<file path="config.mk">
export PLATFORM = sky130hd
export DESIGN_NAME = div_unit
export DESIGN_NICKNAME = d
export VERILOG_FILES = /design/src/rtl/control_pkg.sv /design/src/rtl/div_step.sv /design/src/rtl/div_unit.sv
export SDC_FILE = /design/constraint.sdc
export NUM_CORES = 1
export LEC_CHECK = 0
export CORE_MARGIN = 2
export CORE_UTILIZATION = 35
export DETAILED_ROUTE_END_ITERATION = 10
export MAX_ROUTING_LAYER = met4
export REMOVE_ABC_BUFFERS = 1
export SLEW_MARGIN = 20
export SYNTH_ARGS = -nofsm -noshare
export SYNTH_HDL_FRONTEND = slang
export SYNTH_SLANG_ARGS = --single-unit
export TNS_END_PERCENT = 10
</file>
<file path="constraint.sdc">
create_clock -name clk -period 7.9 [get_ports clk]
set_input_delay 1.185 -clock clk [delete_from_list [all_inputs] [get_ports clk]]
set_output_delay 1.185 -clock clk [all_outputs]
set_load 0.02 [all_outputs]
</file>
<file path="src/rtl/control_pkg.sv">
// control_pkg: funct3 encodings for the M-extension divide ops and the divider state type.
package control_pkg;
  localparam logic [2:0] DIV  = 3'b100;
  localparam logic [2:0] DIVU = 3'b101;
  localparam logic [2:0] REM  = 3'b110;
  localparam logic [2:0] REMU = 3'b111;
  typedef enum logic [2:0] {IDLE, PREP, CALC, FIX, DONE} div_state_t;
endpackage

</file>
<file path="src/rtl/div_step.sv">
// div_step: one combinational restoring-division iteration on magnitudes.
module div_step #(
  parameter int XLEN = 32
) (
  input  logic [XLEN:0]   r_i,
  input  logic [XLEN-1:0] q_i,
  input  logic [XLEN-1:0] b_i,
  output logic [XLEN:0]   r_o,
  output logic [XLEN-1:0] q_o
);
  logic [XLEN:0] sh, d;
  logic unused_r;
  // the partial remainder stays below |b|, so its top bit is always shifted out as zero
  assign unused_r = r_i[XLEN];
  assign sh  = {r_i[XLEN-1:0], q_i[XLEN-1]};
  assign d   = sh - {1'b0, b_i};
  assign r_o = d[XLEN] ? sh : d;
  assign q_o = {q_i[XLEN-2:0], ~d[XLEN]};
endmodule

</file>
<file path="src/rtl/div_unit.sv">
// div_unit: iterative radix-2 restoring divider for DIV/DIVU/REM/REMU with valid/ready on both sides.
module div_unit
  import control_pkg::*;
#(
  parameter int XLEN = 32
) (
  input  logic            clk,
  input  logic            rst_n,
  input  logic            valid_i,
  output logic            ready_o,
  input  logic [2:0]      funct3_i,
  input  logic [XLEN-1:0] op_a_i,
  input  logic [XLEN-1:0] op_b_i,
  input  logic            flush_i,
  output logic            valid_o,
  input  logic            ready_i,
  output logic [XLEN-1:0] result_o,
  output logic            busy_o
);
  localparam int CW = $clog2(XLEN + 1);
  div_state_t state_q, state_d;
  logic [1:0] f3_q, f3_d;
  logic [XLEN-1:0] a_q, a_d, b_q, b_d, q_q, q_d, res_q, res_d, q_nx, a_abs, b_abs;
  logic [XLEN:0] r_q, r_d, r_nx;
  logic [CW-1:0] cnt_q, cnt_d;
  logic sgn, a_neg, b_neg, unused_f3;
  assign unused_f3 = funct3_i[2];
  assign sgn   = ~f3_q[0];
  assign a_neg = sgn & a_q[XLEN-1];
  assign b_neg = sgn & b_q[XLEN-1];
  assign a_abs = a_neg ? -a_q : a_q;
  assign b_abs = b_neg ? -b_q : b_q;
  div_step #(.XLEN(XLEN)) u_step (
    .r_i(r_q),
    .q_i(q_q),
    .b_i(b_abs),
    .r_o(r_nx),
    .q_o(q_nx)
  );
  always_comb begin
    state_d = state_q;
    f3_d    = f3_q;
    a_d     = a_q;
    b_d     = b_q;
    q_d     = q_q;
    r_d     = r_q;
    cnt_d   = cnt_q;
    res_d   = res_q;
    case (state_q)
      IDLE: if (valid_i && !flush_i) begin
        state_d = PREP;
        f3_d    = funct3_i[1:0];
        a_d     = op_a_i;
        b_d     = op_b_i;
      end
      PREP: if (b_q == '0) begin
        res_d   = f3_q[1] ? a_q : '1;
        state_d = DONE;
      end else if (sgn && a_q == {1'b1, {(XLEN-1){1'b0}}} && b_q == '1) begin
        res_d   = f3_q[1] ? '0 : a_q;
        state_d = DONE;
      end else begin
        q_d     = a_abs;
        r_d     = '0;
        cnt_d   = CW'(XLEN);
        state_d = CALC;
      end
      CALC: begin
        q_d     = q_nx;
        r_d     = r_nx;
        cnt_d   = cnt_q - 1'b1;
        state_d = (cnt_q == CW'(1)) ? FIX : CALC;
      end
      FIX: begin
        res_d   = f3_q[1] ? (a_neg ? -r_q[XLEN-1:0] : r_q[XLEN-1:0]) : ((a_neg ^ b_neg) ? -q_q : q_q);
        state_d = DONE;
      end
      DONE: state_d = ready_i ? IDLE : DONE;
      default: state_d = IDLE;
    endcase
    if (flush_i) state_d = IDLE;
  end
  always_ff @(posedge clk or negedge rst_n) begin
    if (!rst_n) begin
      state_q <= IDLE;
      f3_q    <= '0;
      a_q     <= '0;
      b_q     <= '0;
      q_q     <= '0;
      r_q     <= '0;
      cnt_q   <= '0;
      res_q   <= '0;
    end else begin
      state_q <= state_d;
      f3_q    <= f3_d;
      a_q     <= a_d;
      b_q     <= b_d;
      q_q     <= q_d;
      r_q     <= r_d;
      cnt_q   <= cnt_d;
      res_q   <= res_d;
    end
  end
  assign ready_o  = state_q == IDLE;
  assign busy_o   = state_q != IDLE;
  assign valid_o  = state_q == DONE;
  assign result_o = res_q;
endmodule
</file>
Word-level counts from Yosys, hierarchy flattened:

Cells that the tools add are included.

* bitwise logic cells: 5
* reduce and logical (&&, ||, !) cells: 12
* equality and inequality tests: 11
* add/subtract/negate cells: 6
* mux-type cells: 27

Operator list (count)
* 32-bit two-way mux: 14
* 32-bit one-hot mux with 2 select lines: 3
* 32-bit negator: 4
* 32-bit equality test, second input constant: 2
* 33-bit by 32-bit subtractor with 33-bit output: 1
* 32-bit zero test: 1
* 3-bit two-way mux: 5
* 3-bit one-hot mux with 5 select lines: 1
* 6-bit two-way mux: 2
* 6-bit one-hot mux with 2 select lines: 1
* 3-bit by 2-bit equality test with 1-bit output, second input constant: 2
* 6-bit by 1-bit equality test with 1-bit output, second input constant: 1
* 6-bit by 1-bit subtractor with 6-bit output, second input constant: 1
* 2-bit != test, second input constant: 2
* 2-bit AND reduction: 2
* 2-bit nonzero test: 2
* 3-bit by 1-bit equality test with 1-bit output, second input constant: 1
* 3-bit equality test, second input constant: 1
* 1-bit logical AND: 3
* 3-bit zero test: 1
* 3-bit by 1-bit != test with 1-bit output, second input constant: 1
* 3-bit != test, second input constant: 1
* 3-bit AND reduction: 1
* 3-bit nonzero test: 1
* 5 further kinds: 7

* flip-flop bits (word level): 171
* output and inout bits: 35
* logic and storage cells: 69

Depth between registers and ports, before layout:

Gate-level depths: netlist of the first run.

* depth in word-level cells: 7
* gate-level depth with buffers: 19

By module:

From an unflattened synthesis of the first run, not the netlist that was laid out.

* cells, all modules: 1466
* area total of the unflattened synthesis: 12868.6 um^2

Modules (own cells, without submodules)
* div_unit: times used 1, cells an instance 1075, area an instance 10146.0 um^2
* div_step: times used 1, cells an instance 391, area an instance 2722.6 um^2

Worst setup path after synthesis of the first run:

No wires, ideal clock.

* path kind: register to register
* from: register b_q[1]
* to: register r_q[18]
* cell stages (with the launch flop): 19
* required time: 7.770 ns
* data arrival time: 4.377 ns
* setup time: 0.130 ns
* clock period less this slack: 4.506 ns
* slack: 3.394 ns
* path buffers: 1
* path through: dfrtp_1 -> or2_0 -> or4_1 -> or2_1 -> nand2b_1 -> nor2_1 -> nand2_1 -> or4_1 -> o31ai_1 -> xor2_1 -> ha_1 -> a21o_1 -> a21oi_1 -> o21ai_1 -> a221oi_2 -> xnor2_1 -> clkbuf_1 -> mux2i_1 -> o2bb2ai_1

* longest elaborated chain between the ends: 5
* elaborated cells between the ends (all ways): 11
* classes of those cells: 2 x add/sub; 3 x eq/ne; 3 x mux; 3 x reduce/logical

RTL lines
* from (decl): line div_unit.sv:23 `logic [XLEN-1:0] a_q, a_d, b_q, b_d, q_q, q_d, res_q, res_d, q_nx, a_abs, b_abs;`
* from (signal assigned): line div_unit.sv:88 `b_q <= '0;`
* from (signal assigned): line div_unit.sv:97 `b_q <= b_d;`
* 32-bit negator: line div_unit.sv:32 `assign b_abs = b_neg ? -b_q : b_q;`
* 32-bit two-way mux: line div_unit.sv:32
* 33-bit by 32-bit subtractor with 33-bit output: line div_step.sv:16 `assign d = sh - {1'b0, b_i};`
* 32-bit two-way mux: line div_step.sv:17 `assign r_o = d[XLEN] ? sh : d;`
* 32-bit one-hot mux with 2 select lines: line div_unit.sv:49 `case (state_q)`
* to (signal assigned): line div_unit.sv:99 `r_q <= r_d;`
* to (decl): line div_unit.sv:24 `logic [XLEN:0] r_q, r_d, r_nx;`

Several ways; a longest one is shown, not always the timed one.
A chain may end at the register's enable or synchronous reset.

Worst setup path after layout of the first run:

* from: register b_q[0]
* to: register r_q[28]

The elaborated chain is that of the path after synthesis.

==> summary.md, run 1 <==
| Metric | Value |
|---|---|
| Status | `finished, final reports clean` |
| Routed Wire Length | `34600 um` |
| Max H-tree Level | `4` |
| First-pass GRT wire length | `55500 um` |
| Mean Syn Cell Area | `8.73 um^2` |
| Port Buffer Count | `105` |
| Distinct cells, synth | `73` |
| Synth area leaders | `dfrtp_1, mux2_2, xor2_1` |
| Final period util | `69.2%` |
| Die height | `189 um` |
| Initial Util | `35.6%` |
| Pins over their slew limit | `0` |
| Via count | `10252` |
| Design Area, Final | `14000 um^2` |
| Max FO, Critical Path | `27` |
| Number of CTS-inserted buffers | `17` |
| CTS Root Cell | `clkbuf_16` |
| Row count | `67` |
| Area post-placement | `13400 um^2` |
| Synthesized area | `12000 um^2` |
| Async SR Flop Fraction | `100%` |
| Post-CTS Setup Inserts | `0` |
| Mapped Cells | `1372` |
| Minimum clock period | `5.46 ns` |
| Met3 Usage GRT | `3.00%` |
| PD cells | `402 nW/um^2` |
| DP HPWL | `25300 um` |
| Clock Skew | `0.0280 ns` |
| Max Root-Sink Buffers | `2` |
| Diodes inserted | `0` |
| Chip Width | `189 um` |
| Syn. warnings | `0` |
| Die area | `35700 um^2` |
| Setup_tns | `0 ns` |
| RSZ-0062 raised after global routing | `false` |
| Worst endpoint required time | `8.23 ns` |
| DR vias/cell | `5.42` |
| Final core utilization | `41.7%` |
| R2r startpoint | `b_q[0]` |
| Grt ovf | `0` |
| Startpoint types | `register` |
| Multi-input gate area | `7330 um^2` |
| Area share of the largest cell type after synthesis | `35.7%` |
| Worst Setup End Kind | `register` |
| Clock sink count | `171` |
| CTS tree | `yes` |
| Crit path DAT | `5.79 ns` |
| Crit path kind | `reg2reg` |
| Met2 Use GR | `30.4%` |
| Number of hold buffers added after cts | `0` |
| DRC Markers | `0` |
| Rel. slew slack | `34.6%` |
| Worst-case hold slack | `0.488 ns` |
| Gr usage total | `20.2%` |
| Final setup viols | `0` |
| First-iteration detailed-routing DRC count | `778` |
| Met1 Use GR | `28.5%` |
| Share of cells above drive strength 1 | `9.92%` |
| Worst-Margin Slew | `0.981 ns` |
| Main synth FF type | `dfrtp_1` |
| Synth-to-Final Area Change | `16.9%` |
| Drt wl/cell | `18.3 um` |
| Fillers | `3312` |
| Most frequent cells in the layout | `dfrtp_1, nand2_1, clkdlybuf4s50_1, nor2_1, a21oi_1` |
| VDD IR max | `0.178 mV` |
| Clk pin slew, worst setup/hold paths | `0.07 ns` |
| Number of synthesized register bits | `171` |
| Nets | `1541` |
| Clk_lat worst skew | `0.46 ns` |
| EDFF count, synth | `0` |
| Post_cts resized | `0` |
| Final ANT Viol Nets | `0` |
| Pre-Repair DR Iteration Count | `5` |
| Max cap viols | `0` |
| Core area | `33600 um^2` |
| Gp weighted congestion | `0.908` |
| Initial antenna violation count | `0` |
| Hold Violations, Final | `0` |
| Max Fclk | `183 MHz` |
| Largest net degree at the start of global routing | `96` |
| Seq. cell area | `4280 um^2` |
| CP startpoint | `b_q[0]` |
| Most common cell after layout, fill and taps aside | `dfrtp_1` |
| Io pins | `107` |
| Vias in the first global route | `9904` |
| Hold Path Class | `reg2reg` |
| Global routing's busiest layer | `met2` |
| Register area share after synthesis | `35.7%` |
| Area leader, netlist | `dfrtp_1` |
| Worst Hold Launch | `result_o[23]` |
| Total leakage power | `5.69 nW` |
metrics by stage:
step	total power, mW	std cells	setup slack, ns
finish	5.63	1890	2.44
floorplan	3.86	1289	1.66
CTS	5.64	1890	2.41
global route	6.12	1890	2.08
detailed placement	4.78	1858	2.42
global placement	4.74	1857	2.47
where the power goes:
part	switching (mW)	leakage [nW]	total [mW]	internal, mW
Sequential	0.483	2.15	1.66	1.18
Clock	0.409	0.284	0.838	0.429
Combinational	1.77	3.26	3.13	1.36
cells in the mapped netlist (3+ instances only):
cell      number
a211oi_1       6
a21o_1        15
a21oi_1       92
a221o_1       12
a31o_2         3
a31oi_1        9
and2_1         5
and3_1        12
and4_1         3
buf_1          3
buf_2         14
clkbuf_1      65
dfrtp_1      171
ha_1          39
inv_1         18
mux2_2        66
mux2i_1       24
nand2_1      132
nand2b_1      18
nand3_1       66
nand4_1       15
nor2_1       103
nor2b_1        7
nor3_1        28
nor4_1        16
o211ai_1      33
o21a_1         7
o21ai_0       72
o21ai_1       65
o21bai_1       3
o31ai_1       21
o41ai_1       11
or2_1          4
or2_2          3
or3_1         10
or4_1         12
xnor2_1       70
xor2_1        77
final cells by class:
| class | instances | share of cell area (%) |
|---|---|---|
| Sequential cell | 171 | 30.6 |
| Tap cell | 448 | 4.00 |
| Clock buffer | 18 | 3.14 |
| Clock inverter | 14 | 1.06 |
| Inverter | 18 | 0.482 |
| Multi-Input combinational cell | 1100 | 52.3 |
| Timing Repair Buffer | 121 | 8.42 |
worst max-delay path, stage by stage, from the launching register on:
cell	delay, ns
dfrtp_1	0.46
or2_0	0.24
or4_1	0.44
or2_1	0.28
nand2b_1	0.25
nor2_1	0.22
nand2_1	0.09
or4_1	0.45
o31ai_1	0.26
xor2_1	0.25
ha_1	0.33
a21o_1	0.18
a21oi_1	0.13
o21ai_1	0.10
a221oi_2	0.34
xnor2_2	0.22
buf_4	0.43
nor2_1	0.27
a221o_1	0.40
kinds of logic after synthesis:
family / synth area share, %
compound gates: 19.3
xor+xnor: 10.7
fa+ha+maj: 4.24
buf+inv: 3.34
flops: 35.7
mux: 8.21
simple gates: 18.4
layer usage:
metal	vias to the layer above	part of all wire, %
met2	266	45
met4	0	1.8
met3	39	4.8
met1	4868	49
li1	5079	-
met5	-	0
flip-flops by register name, indices dropped and copies added, names as in the netlist:
signal,cells
state_q,3
q_q,32
f3_q,2
a_q,32
b_q,32
r_q,32
result_o,32
cnt_q,6
final timing paths:
| path | end | slack, ns | cells past startpoint |
|---|---|---|---|
| setup / recovery | r_q[28] | 2.44 | 18 |
| hold / removal | result_o[23] | 0.49 | 2 |
| setup reg to reg | r_q[28] | 2.44 | 18 |
| hold reg to reg | result_o[23] | 0.49 | 2 |
| max in group asynchronous | f3_q[1] | 5.46 | 2 |
| min in group asynchronous | a_q[24] | 0.80 | 1 |
No activity file was read; power rests on OpenSTA's default activity.
==> run 2: changes to the inputs <==
Clock period 7.9 ns to 5.55 ns, I/O delays scaled along.
==> run 2 against run 1 <==
  * Critical path depth unchanged
  * Utilization increased by 0.21 points
  * Register-to-register slack lost 1.9 ns
  * Critical path type unchanged
  * Critical endpoint is now r_q[26]
  * Largest power group unchanged
==> summary.md, run 2 (same netlist as run 1, synthesis figures left out) <==
| Metric | Value |
|---|---|
| Status | `finished, final reports clean (unchanged)` |
| CP most frequent cell | `or4_1` |
| Final ANT Viol Nets | `0 (unchanged)` |
| Hold Violations, Final | `0 (unchanged)` |
| Rel. slew slack | `29.5% (was 34.6%)` |
| Diodes inserted | `0 (unchanged)` |
| First-iteration detailed-routing DRC count | `741 (was 778)` |
| Nets | `1547 (was 1541)` |
| Worst-case reg-to-reg path depth | `18 (unchanged)` |
| Worst Hold Launch | `result_o[24] (was result_o[23])` |
| DP HPWL | `25100 um (was 25300 um)` |
| Routed Wire Length | `34800 um (was 34600 um)` |
| Vias in the first global route | `9998 (was 9904)` |
| RSZ-0062 raised after global routing | `false (unchanged)` |
| Hold Path Class | `reg2reg (unchanged)` |
| Chip Width | `189 um (unchanged)` |
| Final setup margin | `0.517 ns (was 2.44 ns)` |
| Most common cell after layout, fill and taps aside | `dfrtp_1 (unchanged)` |
| R2r endpoint | `r_q[26] (was r_q[28])` |
| Clk pin slew, worst setup/hold paths | `0.08 ns (was 0.07 ns)` |
| Minimum clock period | `5.03 ns (was 5.46 ns)` |
| DR vias/cell | `5.47 (was 5.42)` |
| Die area | `35700 um^2 (unchanged)` |
| PD cells | `578 nW/um^2 (was 402 nW/um^2)` |
| Max FO, Critical Path | `32 (was 27)` |
| Crit path kind | `reg2reg (unchanged)` |
| Max H-tree Level | `4 (unchanged)` |
| Worst-Margin Slew | `1.05 ns (was 0.981 ns)` |
| Worst-path cell chain | `or2_0 > or4_1 > or2_1 > nand2b_1 > nor2_1 > nand2_1 > or4_1 > o31ai_1 > xor2_1 > ha_1 > a21o_1 > a21oi_1 > o21ai_1 > a221oi_2 > xnor2_2 > buf_12 > and2_1 > a221o_1 (was or2_0 > or4_1 > or2_1 > nand2b_1 > nor2_1 > nand2_1 > or4_1 > o31ai_1 > xor2_1 > ha_1 > a21o_1 > a21oi_1 > o21ai_1 > a221oi_2 > xnor2_2 > buf_4 > nor2_1 > a221o_1)` |
| Reg-to-reg slack, setup | `0.52 ns (was 2.44 ns)` |
| Fillers | `3327 (was 3312)` |
| Setup_tns | `0 ns (unchanged)` |
| Pins over their slew limit | `0 (unchanged)` |
| Design Area, Final | `14100 um^2 (was 14000 um^2)` |
| Clock Skew | `0.0180 ns (was 0.0280 ns)` |
| First-pass GRT wire length | `55500 um (unchanged)` |
| Final setup viols | `0 (unchanged)` |
| Synth-to-Final Area Change | `17.5% (was 16.9%)` |
| Port Buffer Count | `105 (unchanged)` |
| Initial antenna violation count | `0 (unchanged)` |
| Seq. cell area | `4280 um^2 (unchanged)` |
| Number of hold buffers added after cts | `0 (unchanged)` |
| Max Root-Sink Buffers | `2 (unchanged)` |
| Max Fclk | `199 MHz (was 183 MHz)` |
| Grt ovf | `0 (unchanged)` |
| Io pins | `107 (unchanged)` |
| Largest stage delay on the critical path | `0.45 ns (was 0.46 ns)` |
| Total leakage power | `5.74 nW (was 5.69 nW)` |
| Crit path DAT | `5.36 ns (was 5.79 ns)` |
| Row count | `67 (unchanged)` |
| Place WS | `0.526 ns (was 2.42 ns)` |
| Post-CTS Setup Inserts | `0 (unchanged)` |
| Slowest CP cell | `dfrtp_1 (unchanged)` |
| R2r startpoint | `b_q[0] (unchanged)` |
| Area post-placement | `13500 um^2 (was 13400 um^2)` |
| Startpoint types | `register (unchanged)` |
| Drt wl/cell | `18.3 um (about the same)` |
| Worst Setup End Kind | `register (unchanged)` |
| Number of CTS-inserted buffers | `17 (unchanged)` |
| Share of cells above drive strength 1 | `10.2% (was 9.92%)` |
| Most frequent cells in the layout | `dfrtp_1, nand2_1, clkdlybuf4s50_1, nor2_1, a21oi_1 (unchanged)` |
| CTS tree | `yes (unchanged)` |
| Via count | `10366 (was 10252)` |
| Final period util | `90.7% (was 69.2%)` |
| Die height | `189 um (unchanged)` |
| Pwr Total | `8.13 mW (was 5.63 mW)` |
| CP delay by family, top | `simple AND/OR/NAND/NOR gates (unchanged)` |
| Initial Util | `35.6% (unchanged)` |
| Min-Delay Path Depth | `2 (unchanged)` |
| Post_cts resized | `0 (unchanged)` |
| Multi-input gate area | `7320 um^2 (was 7330 um^2)` |
| Clk_lat worst skew | `0.45 ns (was 0.46 ns)` |
| CTS Root Cell | `clkbuf_16 (unchanged)` |
| Worst Path Buf+Inv | `1 (unchanged)` |
| Gp weighted congestion | `0.888 (was 0.908)` |
| Gr usage total | `20.2% (about the same)` |
| Clock sink count | `171 (unchanged)` |
| Pre-Repair DR Iteration Count | `5 (unchanged)` |
| Worst endpoint required time | `5.88 ns (was 8.23 ns)` |
| Largest net degree at the start of global routing | `172 (was 96)` |
| Core area | `33600 um^2 (unchanged)` |
| Hold path endpoint | `result_o[24] (was result_o[23])` |
| Worst-case hold slack | `0.490 ns (was 0.488 ns)` |
| DRC Markers | `0 (unchanged)` |
| Max cap viols | `0 (unchanged)` |
| VDD IR max | `0.290 mV (was 0.178 mV)` |
run 2: cell count changes in the layout (fill, tap and decap cells not counted), sizes merged:
cell | previous run | this run
clkinvlp | 1 | 0
clkbuf | 18 | 17
inv | 24 | 25
buf | 17 | 23
bufinv | 0 | 1
run 2: final cells by class:
class	instances	area share, %
tap	448	3.98
sequential	171	30.4
inverter	18	0.480
clock buffer	17	3.02
clock inverter	15	1.25
timing repair buffer	127	8.83
multi-input combinational	1100	52.0
run 2: worst max path at each step:
stage / cells past startpoint / to / from
6_report: 18 / r_q[26] / b_q[0]
5_1_grt: 18 / r_q[28] / b_q[0]
4_1_cts: 18 / r_q[26] / b_q[0]
3_5_place_dp: 18 / r_q[26] / b_q[0]
3_3_place_gp: 18 / r_q[28] / b_q[0]
2_1_floorplan: 16 / r_q[26] / b_q[1]
run 2: worst register-to-register path, delay by kind of cell, from the launching register on:
kind	cells	cell delay (ns)
XOR/XNOR	2	0.36
flip-flops	1	0.45
AND/OR/NAND/NOR	8	2.24
buffers and inverters	1	0.19
AO/OA/AOI/OAI	6	1.34
adder cells (fa/ha/maj)	1	0.32
run 2: per-stage QoR:
stage / cells / util, %
3_3_place_gp: 1864 / 40.1
4_1_cts: 1896 / 41.9
6_report: 1896 / 41.9
2_1_floorplan: 1289 / -
5_1_grt: 1896 / 41.9
3_5_place_dp: 1864 / 40.1
run 2: where the power goes:
part | switching [mW] | total, mW | internal (mW)
clock | 0.595 | 1.24 | 0.644
sequential | 0.695 | 2.38 | 1.68
combinational | 2.55 | 4.52 | 1.97
total | 3.84 | 8.13 | 4.30
run 2: metal layers:
metal  track usage [%]  up-vias  wire [um]
li1                  -     5105          -
met1              28.1     4956      16900
met2              30.0      259      15400
met3              3.24       46       1630
met4              6.40        0        879
met5                 -        -          0
==> run 3: changes to the inputs <==
Settings changed: TNS_END_PERCENT 10 to not set.
Clock period 5.55 ns to 4.5 ns, I/O delays scaled along.
==> run 3 against run 2 <==
  * First-iteration DRC count decreased by 20%
  * Clock power is 32% higher
  * Largest power group unchanged
  * Sequential power grew 22%
==> summary.md, run 3 (same netlist as run 1, synthesis figures left out) <==
| Metric | Value |
|---|---|
| Status | `finished, final reports clean (unchanged)` |
| Final cell count without fillers | `1983 (was 1896)` |
| Vias in the first global route | `10493 (was 9998)` |
| Clock sink count | `171 (unchanged)` |
| Crit path DAT | `4.79 ns (was 5.36 ns)` |
| Largest net degree at the start of global routing | `98 (was 172)` |
| Die height | `189 um (unchanged)` |
| Pins over their slew limit | `0 (unchanged)` |
| Final period util | `99.6% (was 90.7%)` |
| Clk pin slew, worst setup/hold paths | `0.07 ns (was 0.08 ns)` |
| RSZ-0062 raised after global routing | `true (was false)` |
| Dpl cells | `1945 (was 1864)` |
| Worst endpoint required time | `4.81 ns (was 5.88 ns)` |
| Design Area, Final | `15000 um^2 (was 14100 um^2)` |
| Worst Setup End Kind | `register (unchanged)` |
| Most common cell after layout, fill and taps aside | `dfrtp_1 (unchanged)` |
| First-pass GRT wire length | `57300 um (was 55500 um)` |
| Pwr Total | `10.8 mW (was 8.13 mW)` |
| Io pins | `107 (unchanged)` |
| DRC Markers | `0 (unchanged)` |
| Area post-placement | `14100 um^2 (was 13500 um^2)` |
| Final setup viols | `0 (unchanged)` |
| Max Fclk | `223 MHz (was 199 MHz)` |
| Worst-Margin Slew | `1.08 ns (was 1.05 ns)` |
| Hold Violations, Final | `0 (unchanged)` |
| Row count | `67 (unchanged)` |
| Share of cells above drive strength 1 | `17.3% (was 10.2%)` |
| Routed Wire Length | `35800 um (was 34800 um)` |
| Max H-tree Level | `4 (unchanged)` |
| Via count | `10711 (was 10366)` |
| Minimum clock period | `4.48 ns (was 5.03 ns)` |
| Core area | `33600 um^2 (unchanged)` |
| Reg-to-reg slack, setup | `0.02 ns (was 0.52 ns)` |
| Hold Path Class | `in2async (was reg2reg)` |
| Synth-to-Final Area Change | `25.0% (was 17.5%)` |
| Initial Util | `35.6% (unchanged)` |
| Pre-Repair DR Iteration Count | `5 (unchanged)` |
| CTS Root Cell | `clkbuf_16 (unchanged)` |
| Drt wl/cell | `18.1 um (was 18.3 um)` |
| Rel. slew slack | `27.9% (was 29.5%)` |
| Setup_tns | `0 ns (unchanged)` |
| DP HPWL | `26600 um (was 25100 um)` |
| Chip Width | `189 um (unchanged)` |
| Final ANT Viol Nets | `0 (unchanged)` |
| Max Root-Sink Buffers | `2 (unchanged)` |
| Most frequent cells in the layout | `dfrtp_1, nand2_1, clkdlybuf4s50_1, buf_4, nor2_1 (was dfrtp_1, nand2_1, clkdlybuf4s50_1, nor2_1, a21oi_1)` |
| Startpoint types | `register (unchanged)` |
| Gr usage total | `20.8% (was 20.2%)` |
| Initial antenna violation count | `0 (unchanged)` |
| First-iteration detailed-routing DRC count | `594 (was 741)` |
| PD cells | `722 nW/um^2 (was 578 nW/um^2)` |
| Max FO, Critical Path | `8 (was 32)` |
| R2r startpoint | `b_q[1] (was b_q[0])` |
| Number of CTS-inserted buffers | `17 (unchanged)` |
| Nets | `1634 (was 1547)` |
| Diodes inserted | `0 (unchanged)` |
| VDD IR max | `0.474 mV (was 0.290 mV)` |
| R2r endpoint | `r_q[10] (was r_q[26])` |
| Die area | `35700 um^2 (unchanged)` |
| Clock Skew | `0.0116 ns (was 0.0180 ns)` |
| Crit path kind | `reg2reg (unchanged)` |
| DR vias/cell | `5.40 (was 5.47)` |
| Total leakage power | `6.21 nW (was 5.74 nW)` |
| Grt ovf | `0 (unchanged)` |
| Worst-case hold slack | `0.338 ns (was 0.490 ns)` |
| Port Buffer Count | `105 (unchanged)` |
| Gp weighted congestion | `0.904 (was 0.888)` |
| CTS tree | `yes (unchanged)` |
| Clk_lat worst skew | `0.45 ns (about the same)` |
| Max cap viols | `0 (unchanged)` |
| Worst-case reg-to-reg path depth | `19 (was 18)` |
-- run 3: cell count changes in the layout (fill, tap and decap cells not counted), sizes merged --
cell      previous run  this run
buf                 23       110
clkbuf              17        18
clkinvlp             0         2
inv                 25        24
bufinv               1         4
clkinv               7         2
-- run 3: repair_timing --
| action | in CTS | in global routing |
|---|---|---|
| pin swaps | 10 | 22 |
| resized for setup | 15 | 34 |
| endpoints found under the hold margin | 0 | 0 |
| buffers inserted | 2 | 4 |
| endpoints found under the setup margin | 33 | 33 |
| hold buffers | 0 | 0 |
-- run 3: per-layer routing --
layer	GRT usage, %	wire length (um)
met1	28.1	17000
met3	2.91	1690
met2	31.9	16100
met5	-	0
met4	7.66	1080
-- run 3: how the worst max path moves through the flow --
stage | start | to | cells after the start
6_report | b_q[1] | r_q[10] | 19
5_1_grt | b_q[1] | r_q[0] | 19
4_1_cts | b_q[1] | r_q[31] | 17
3_5_place_dp | b_q[1] | r_q[27] | 17
3_3_place_gp | b_q[1] | r_q[26] | 17
2_1_floorplan | b_q[1] | r_q[26] | 16
-- run 3: critical path: stages, from the launching register on --
cell and delay (ns):
dfrtp_1 0.37, or2_1 0.24, or4_4 0.42, or2_4 0.25, nand2b_4 0.15, nor2_4 0.11
nand2_2 0.06, or4_4 0.45, o31ai_4 0.26, xor2_2 0.19, ha_1 0.27, a21o_1 0.18
a21oi_2 0.15, o21ai_2 0.09, a221oi_4 0.33, xnor2_2 0.20, buf_6 0.20, buf_12 0.14
mux2i_2 0.19, o21ai_1 0.07
-- run 3: layout make-up --
cell class	instances	area (um^2)
Timing Repair Buffer	214	1920
Multi-Input combinational cell	1100	7510
Clock inverter	14	209
Fill cell	3299	18600
Tap cell	448	561
Clock buffer	18	429
Sequential cell	171	4280
Inverter	18	67.6
-- run 3: power by group --
part           switching (mW)  internal (mW)
Sequential              0.831           2.07
Clock                   0.693          0.946
Combinational            3.34           2.93
Total                    4.87           5.95
-- run 3: stage by stage --
stage                     utilization [%]  setup WS, ns
after floorplan                         -         -1.74
after global placement               41.9        -0.291
after detailed placement             41.9        -0.300
after CTS                            44.1       0.00909
after global routing                 44.5        -0.199
final                                44.5        0.0200
